`src/rtl/pig_pkg.sv`:
```
// Shared types and constants for the Pig game turn controller.
// Holds the FSM state encoding, dice value limits and default sizing.
package pig_pkg;

  typedef enum logic [2:0] {
    ST_IDLE    = 3'd0,
    ST_ROLLING = 3'd1,
    ST_EVAL    = 3'd2,
    ST_BANK    = 3'd3,
    ST_SWITCH  = 3'd4,
    ST_WIN     = 3'd5
  } state_t;

  localparam logic [3:0] ROLL_MIN = 4'd1;
  localparam logic [3:0] ROLL_MAX = 4'd6;
  localparam logic [3:0] BUST_VAL = 4'd1;

  localparam int DEF_TARGET  = 100;
  localparam int DEF_SCORE_W = 8;

endpackage

```
`src/rtl/sat_add.sv`:
```
// Saturating unsigned adder: o_sum = min(i_a + i_b, 2^A_W-1).
// Ports: i_a (A_W bits), i_b (B_W bits, B_W <= A_W), o_sum (A_W bits).
module sat_add #(
  parameter int A_W = 8,
  parameter int B_W = 4
) (
  input  logic [A_W-1:0] i_a,
  input  logic [B_W-1:0] i_b,
  output logic [A_W-1:0] o_sum
);

  logic [A_W:0] w_full;

  assign w_full = {1'b0, i_a} + {{(A_W+1-B_W){1'b0}}, i_b};
  assign o_sum  = w_full[A_W] ? '1 : w_full[A_W-1:0];

endmodule

```
`src/rtl/pig_turn_ctrl.sv`:
```
// Pig game turn sequencer: dice enable, turn total, banking, winner.
// Ports: clock/reset, btn_roll/btn_hold/new_game/roll_val in; scores, status out.
module pig_turn_ctrl
  import pig_pkg::*;
#(
  parameter int TARGET  = DEF_TARGET,
  parameter int SCORE_W = DEF_SCORE_W
) (
  input  logic               clock,
  input  logic               reset,
  input  logic               btn_roll,
  input  logic               btn_hold,
  input  logic               new_game,
  input  logic [3:0]         roll_val,
  output logic               en_roll,
  output logic               cur_player,
  output logic [SCORE_W-1:0] turn_total,
  output logic [SCORE_W-1:0] score0,
  output logic [SCORE_W-1:0] score1,
  output logic [3:0]         last_roll,
  output logic               bust,
  output logic               roll_err,
  output logic               game_over,
  output logic               winner,
  output logic [2:0]         state_o
);

  if (TARGET > (2**SCORE_W) - 1) begin : g_bad_target
    $error("pig_turn_ctrl: TARGET does not fit in SCORE_W");
  end

  localparam logic [SCORE_W-1:0] L_TARGET = SCORE_W'(TARGET);

  state_t             r_state;
  logic               r_player;
  logic [SCORE_W-1:0] r_turn;
  logic [SCORE_W-1:0] r_score0;
  logic [SCORE_W-1:0] r_score1;
  logic [3:0]         r_last;
  logic               r_bust;
  logic               r_err;
  logic               r_winner;

  logic [SCORE_W-1:0] w_turn_sum;
  logic [SCORE_W-1:0] w_cur_score;
  logic [SCORE_W-1:0] w_bank_sum;
  logic               w_legal;

  assign w_cur_score = r_player ? r_score1 : r_score0;
  assign w_legal     = (roll_val >= ROLL_MIN) && (roll_val <= ROLL_MAX);

  sat_add #(.A_W(SCORE_W), .B_W(4)) u_turn_add (
    .i_a   (r_turn),
    .i_b   (roll_val),
    .o_sum (w_turn_sum)
  );

  sat_add #(.A_W(SCORE_W), .B_W(SCORE_W)) u_bank_add (
    .i_a   (w_cur_score),
    .i_b   (r_turn),
    .o_sum (w_bank_sum)
  );

  always_ff @(posedge clock or posedge reset) begin
    if (reset) begin
      r_state  <= ST_IDLE;
      r_player <= 1'b0;
      r_turn   <= '0;
      r_score0 <= '0;
      r_score1 <= '0;
      r_last   <= '0;
      r_bust   <= 1'b0;
      r_err    <= 1'b0;
      r_winner <= 1'b0;
    end else if (new_game) begin
      r_state  <= ST_IDLE;
      r_player <= 1'b0;
      r_turn   <= '0;
      r_score0 <= '0;
      r_score1 <= '0;
      r_last   <= '0;
      r_bust   <= 1'b0;
      r_err    <= 1'b0;
      r_winner <= 1'b0;
    end else begin
      r_bust <= 1'b0;
      r_err  <= 1'b0;
      unique case (r_state)
        ST_IDLE: begin
          if (btn_roll)
            r_state <= ST_ROLLING;
          else if (btn_hold && (r_turn != '0))
            r_state <= ST_BANK;
        end
        ST_ROLLING: begin
          if (!btn_roll)
            r_state <= ST_EVAL;
        end
        ST_EVAL: begin
          // dice is stopped here, so roll_val is settled
          r_last <= roll_val;
          if (roll_val == BUST_VAL) begin
            r_bust  <= 1'b1;
            r_turn  <= '0;
            r_state <= ST_SWITCH;
          end else if (w_legal) begin
            r_turn  <= w_turn_sum;
            r_state <= ST_IDLE;
          end else begin
            r_err   <= 1'b1;
            r_state <= ST_IDLE;
          end
        end
        ST_BANK: begin
          if (r_player)
            r_score1 <= w_bank_sum;
          else
            r_score0 <= w_bank_sum;
          r_turn <= '0;
          if (w_bank_sum >= L_TARGET) begin
            r_winner <= r_player;
            r_state  <= ST_WIN;
          end else begin
            r_state <= ST_SWITCH;
          end
        end
        ST_SWITCH: begin
          r_player <= ~r_player;
          r_turn   <= '0;
          r_state  <= ST_IDLE;
        end
        ST_WIN: begin
          r_state <= ST_WIN;
        end
        default: r_state <= ST_IDLE;
      endcase
    end
  end

  assign en_roll    = (r_state == ST_ROLLING);
  assign game_over  = (r_state == ST_WIN);
  assign cur_player = r_player;
  assign turn_total = r_turn;
  assign score0     = r_score0;
  assign score1     = r_score1;
  assign last_roll  = r_last;
  assign bust       = r_bust;
  assign roll_err   = r_err;
  assign winner     = r_winner;
  assign state_o    = r_state;

endmodule

```
`config.mk`:
```
export PLATFORM = sky130hd
export DESIGN_NAME = pig_turn_ctrl
export DESIGN_NICKNAME = d
export VERILOG_FILES = /design/src/rtl/pig_pkg.sv /design/src/rtl/sat_add.sv /design/src/rtl/pig_turn_ctrl.sv
export SDC_FILE = /design/constraint.sdc
export NUM_CORES = 1
export LEC_CHECK = 0
export BUFFER_PORTS_ARGS = -buffer_cell sky130_fd_sc_hd__buf_2
export CORE_MARGIN = 2
export CORE_UTILIZATION = 50
export CTS_CLUSTER_SIZE = 10
export DETAILED_ROUTE_END_ITERATION = 8
export HOLD_SLACK_MARGIN = 0.08
export PLACE_DENSITY = 0.74
export SETUP_SLACK_MARGIN = 0.15
export SKIP_LAST_GASP = 1
export SLEW_MARGIN = 10
export SYNTH_ARGS = -nofsm -noshare
export SYNTH_HDL_FRONTEND = slang
export SYNTH_SLANG_ARGS = --single-unit
```
`constraint.sdc`:
```
create_clock -name clock -period 3.25 [get_ports clock]
set_input_delay 0.8125 -clock clock [delete_from_list [all_inputs] [get_ports clock]]
set_output_delay 0.8125 -clock clock [all_outputs]
set_load 0.005 [all_outputs]
```
* Word level (Yosys, flattened, before mapping)
Index checks and enable logic that the tools add are counted.
** Word-level totals
- Input port bits :: 9
- RAM bits :: 0
- Flip-flop bits (word level) :: 35
- Memories :: 0
- Latch bits :: 0
- Bits in read-only memories :: 0
** Operators by class
- $mul :: 0
- Bitwise logic cells :: 1
- Muxes and demuxes :: 34
- Eq/ne operators :: 10
- $add $sub $neg :: 2
- Shift-type cells :: 0
- Order comparisons :: 3
- Div/mod/pow operators :: 0
- Reduce and logical (&&, ||, !) cells :: 16
** Operator list (count)
- $mux W8 :: 12
- $pmux W8 S2 :: 1
- $mux W3 :: 5
- $pmux W3 S5 :: 1
- $mux W1 :: 13
- $reduce_and A2 Y1 :: 5
- $reduce_bool A2 Y1 :: 5
- $add A8 B4 Y9 :: 1
- $add A8 B8 Y9 :: 1
- $ge A8 B7 Y1 const B :: 1
- $mux W4 :: 2
- $ne A4 B4 Y1 const B :: 2
- $reduce_bool A8 Y1 :: 1
- $eq A3 B2 Y1 const B :: 2
- $eq A3 B3 Y1 const B :: 2
- $eq A4 B1 Y1 const B :: 1
- $ge A4 B1 Y1 const B :: 1
- $le A4 B3 Y1 const B :: 1
- $eq A3 B1 Y1 const B :: 1
- $logic_not A3 Y1 :: 1
- $ne A3 B3 Y1 const B :: 1
- $reduce_bool A3 Y1 :: 1
- $logic_and A1 B1 Y1 :: 2
- $ne A2 B2 Y1 const B :: 1
- 2 further kinds :: 2

* Longest topological paths before layout
- Depth in word-level cells :: 7
- Gate-level depth with buffers :: 11
- Depth with buffers taken out :: 10

* Modules after synthesis
From an unflattened synthesis, not the netlist that was laid out.
** Unflattened totals
- Cell total of the unflattened synthesis :: 240
- Area total of the unflattened synthesis :: 2498.6 sq um
** By module, submodules not included
- pig_turn_ctrl :: times used 1, sequential area each 875.8 sq um, cells an instance 159, area each 1858.0 sq um
- sat_add (u_bank_add) :: times used 1, sequential area each 0.0 sq um, cells an instance 48, area each 390.4 sq um
- sat_add (u_turn_add) :: times used 1, sequential area each 0.0 sq um, cells an instance 33, area each 250.2 sq um

* Least setup slack after synthesis
Ideal clock, no wire load.
- Kind :: flip-flop to flip-flop
- Start point :: reg r_player, in the netlist cur_player
- End point :: reg r_state[0], in the netlist state_o[0]
- Path slack :: 0.341 ns
- Cell stages (with the launch flop) :: 11
- Clock period less this slack :: 2.909 ns
- Data arrival time :: 2.789 ns
- Required time :: 3.130 ns
- Buffers on the path :: 1
- Cells stage by stage :: dfrtp_1 -> clkbuf_1 -> mux2_2 -> ha_1 -> a211oi_2 -> nor2_1 -> xor2_1 -> or4_1 -> a31oi_1 -> o2bb2ai_1 -> and3_1
** On the way
- Cells in the longest elaborated chain, start to end :: 7
** RTL lines
- start: declaration :: RTL line pig_turn_ctrl.sv:35 : logic r_player;
- start signal: assignment :: RTL line pig_turn_ctrl.sv:128 : r_player <= ~r_player;
- $mux W8 :: RTL line pig_turn_ctrl.sv:49 : assign w_cur_score = r_player ? r_score1 : r_score0;
- $add A8 B8 Y9 :: RTL line sat_add.sv:14 : assign w_full = {1'b0, i_a} + {{(A_W+1-B_W){1'b0}}, i_b};
- $mux W8 :: RTL line sat_add.sv:15 : assign o_sum = w_full[A_W] ? '1 : w_full[A_W-1:0];
- $ge A8 B7 Y1 :: RTL line pig_turn_ctrl.sv:120 : if (w_bank_sum >= L_TARGET) begin
- $mux W1 :: RTL line pig_turn_ctrl.sv:120
- $pmux W3 S5 :: RTL line pig_turn_ctrl.sv:88 : unique case (r_state)
- $mux W3 :: RTL line pig_turn_ctrl.sv:75 : end else if (new_game) begin
- end signal: assignment :: RTL line pig_turn_ctrl.sv:76 : r_state <= ST_IDLE;
- end signal: assignment :: RTL line pig_turn_ctrl.sv:91 : r_state <= ST_ROLLING;
- end signal: assignment :: RTL line pig_turn_ctrl.sv:122 : r_state <= ST_WIN;
- end: declaration :: RTL line pig_turn_ctrl.sv:34 : state_t r_state;
No other way between the ends.
A chain may end at the register's enable or synchronous reset.

* Worst setup path in the final report
Ends and elaborated chain as after synthesis.

==> flow_summary.ini <==
[layout]
final_cells = 349
nets = 320
n_antenna_cell = 0
mostFrequentLayoutCell = buf_2
drive_gt1_frac = 0.222
fillers = 388
fin_area_sq_um = 2570
area_growth_pct = 16.7
final_cell_mix = 45 x buf_2, 34 x dfrtp_1, 31 x nor2_1
seqCellArea_sq_um = 877
multiInputGateArea_sq_um = 1250

[timing]
setup_viol = 0
setup_ws_ns = 0.349
finalCritPeriodShare = 0.893
slew_viol_final = 0
rsz0062_at_grt = false
fmax_mhz = 345
hold_viol = 0
fin_skew_ns = 0.00230
final.setup.tns_ns = 0
worst_pin_slew_ns = 0.564
slew-limit-headroom = 0.624
fin_crit_ns = 2.90

[synth]
synth_edf_count = 0
synth_top_family_by_area = simple AND/OR/NAND/NOR gates
synth.distinct_cells = 41
synthesis.nets = 273
syn-cell-area_sq_um = 2200
async_reset_ff_frac = 1.00
ys_ff_latch = 35
synth_seq_area_share = 0.398
yosysWarningCount = 0
synthSimpleGateAreaFrac = 0.219
synth_compound_area_frac = 0.181
netlist_instances = 250
avgSynthCellArea_sq_um = 8.80
yosys.area_share.adder = 0.0864
synth_mux_area_frac = 0.0546
synth_xor_xnor_area_share = 0.0279
synth_flop_cell = dfrtp_1

[power_and_ir_drop]
p_leak_nw = 1.35
ir_drop_v = 0.000212
power.density_nw_per_um2 = 329

[clock_network]
clock_latency_ns = 0.29
postCtsResizedCells = 0
cts_tree = built
cts.sinks = 35
cts_root_buf = clkbuf_8
postCtsSetupRepairBufs = 0
htree_levels = 2
cts_made_buffers = 5
clkSlewWorstSetupHoldPaths_ns = 0.07
clk_path_buf_depth = 2
hold_buffers = 0

[placement]
dpl.cell_count = 342
place.gp.congestion = 0.935
dpl_cell_area_sq_um = 2480
pre_cts_ws_ns = 0.279
portBuffers = 45
place_hpwl_mm = 3.92

[hold_path]
hp-class = flip-flop to flip-flop

[worst_setup_path]
endpoint_kind = flip-flop
critPathMaxFanout = 8
crit_required_ns = 3.44
crit_arrival_ns = 3.09
critical_path_class = flip-flop to flip-flop
cp-start-kind = flip-flop

[detailed_routing]
highest-signal-layer = met4
routedWlPerCell_microns = 15.2
ant_nets = 0
wirelength_mm = 5.32
avgViaCountPerCell = 5.67
met2_length_mm = 2.45
wl_met3_microns = 222
num_vias = 1980
wirelength_met1_mm = 2.54
drtIter0Drc = 122
drt-pass1-iter-count = 4
drc = 0

[floorplan]
io_pins = 46
dieArea_sq_um = 4950
std_cell_rows = 24
fp.dieW_microns = 70.3
die_y_microns = 70.3
start_util = 0.513
core_area_sq_um = 4290

[global_route]
overflow = 0
antenna_found_initial = 0
grtUsageTotal = 0.237
grt_pass1_vias = 1927
grt_pass1_wl_mm = 9.27
grt_start_max_net_pins = 36

[outcome]
status = completed

[job]
max_cap_viol_count = 0
==> where the power goes <==
| part | switching, W | total, W | leakage (nW) | internal, W |
|---|---|---|---|---|
| Clock | 0.000156 | 0.000322 | 0.0470 | 0.000166 |
| Combinational | 0.0000464 | 0.0000742 | 0.813 | 0.0000277 |
| Sequential | 0.00000767 | 0.000448 | 0.486 | 0.000440 |
| Total | 0.000210 | 0.000844 | 1.35 | 0.000634 |
==> state kept, by name, indices dropped and copies added (netlist names) <==
| name | cells |
|---|---|
| score0 | 8 |
| score1 | 8 |
| turn_total | 8 |
| last_roll | 4 |
| state_o | 3 |
| bust | 1 |
| cur_player | 1 |
| roll_err | 1 |
| winner | 1 |
==> cell usage after synthesis, types with 2 or more instances <==
| cell | n | area share |
|---|---|---|
| nand3b_1 | 2 | 0.0068 |
| nor4_1 | 2 | 0.0057 |
| a211oi_1 | 8 | 0.027 |
| fa_1 | 2 | 0.018 |
| o21bai_1 | 2 | 0.0068 |
| xor2_1 | 2 | 0.0080 |
| buf_2 | 3 | 0.0068 |
| ha_1 | 12 | 0.068 |
| nand2b_1 | 3 | 0.0085 |
| a21oi_1 | 18 | 0.041 |
| mux2_2 | 8 | 0.041 |
| mux2i_1 | 3 | 0.014 |
| nor3b_1 | 5 | 0.017 |
| a31oi_1 | 4 | 0.011 |
| o21ai_0 | 19 | 0.043 |
| a21o_1 | 4 | 0.014 |
| nor3_1 | 9 | 0.020 |
| nand2_1 | 29 | 0.049 |
| clkbuf_1 | 5 | 0.0085 |
| a22o_1 | 3 | 0.012 |
| nor2_1 | 31 | 0.053 |
| nor2b_1 | 5 | 0.014 |
| xnor2_1 | 5 | 0.020 |
| dfrtp_1 | 35 | 0.40 |
| nand3_1 | 3 | 0.0068 |
| and3_1 | 5 | 0.014 |
| or4_1 | 2 | 0.0068 |
| inv_1 | 8 | 0.014 |
==> path summary, 6_finish.rpt <==
path	end	from	slack, ns	cells past startpoint
worst max-delay path	state_o[0]	cur_player	0.35	9
worst min-delay path	score0[2]	score0[2]	0.51	2
worst max register to register	state_o[0]	cur_player	0.35	9
worst min register to register	score0[2]	score0[2]	0.51	2
max in group asynchronous	cur_player	reset	2.30	3
min in group asynchronous	score1[0]	reset	0.61	3
==> per-stage QoR <==
stage	hold slack, ns	total power (W)	util
2_1_floorplan	0.491	0.000500	-
3_3_place_gp	0.493	0.000529	0.578
3_5_place_dp	0.499	0.000531	0.578
4_1_cts	0.517	0.000850	0.598
5_1_grt	0.543	0.000884	0.598
6_report	0.514	0.000844	0.598
==> cells by family after synthesis <==
kind of cell             Yosys count
AND/OR/NAND/NOR                  101
AO/OA/AOI/OAI                     65
flip-flops                        35
buffers and inverters             17
adder cells (fa/ha/maj)           14
multiplexers                      11
XOR/XNOR                           7
==> metal layers <==
layer / up-vias / global-route usage
li1: 994 / -
met5: - / 0
met2: 49 / 0.365
met1: 929 / 0.333
met4: 0 / 0.0791
met3: 8 / 0.0462
==> layout make-up <==
cell class,instances,area share
multi-input cells,198,0.488
flip-flops and latches,35,0.341
repair buffers,49,0.0994
clock buffers,6,0.0321
well taps,52,0.0253
inverters,8,0.0117
clock inverters,1,0.00195
==> critical path, cell delays in order, from the launching register on <==
cell       delay [ns]
dfrtp_2          0.47
mux2_2           0.40
ha_1             0.30
a211oi_2         0.28
nor2_1           0.10
xor2_1           0.17
or4_1            0.52
a31oi_1          0.28
o2bb2ai_1        0.10
and3_1           0.18
No activity file was read; power rests on OpenSTA's default activity.
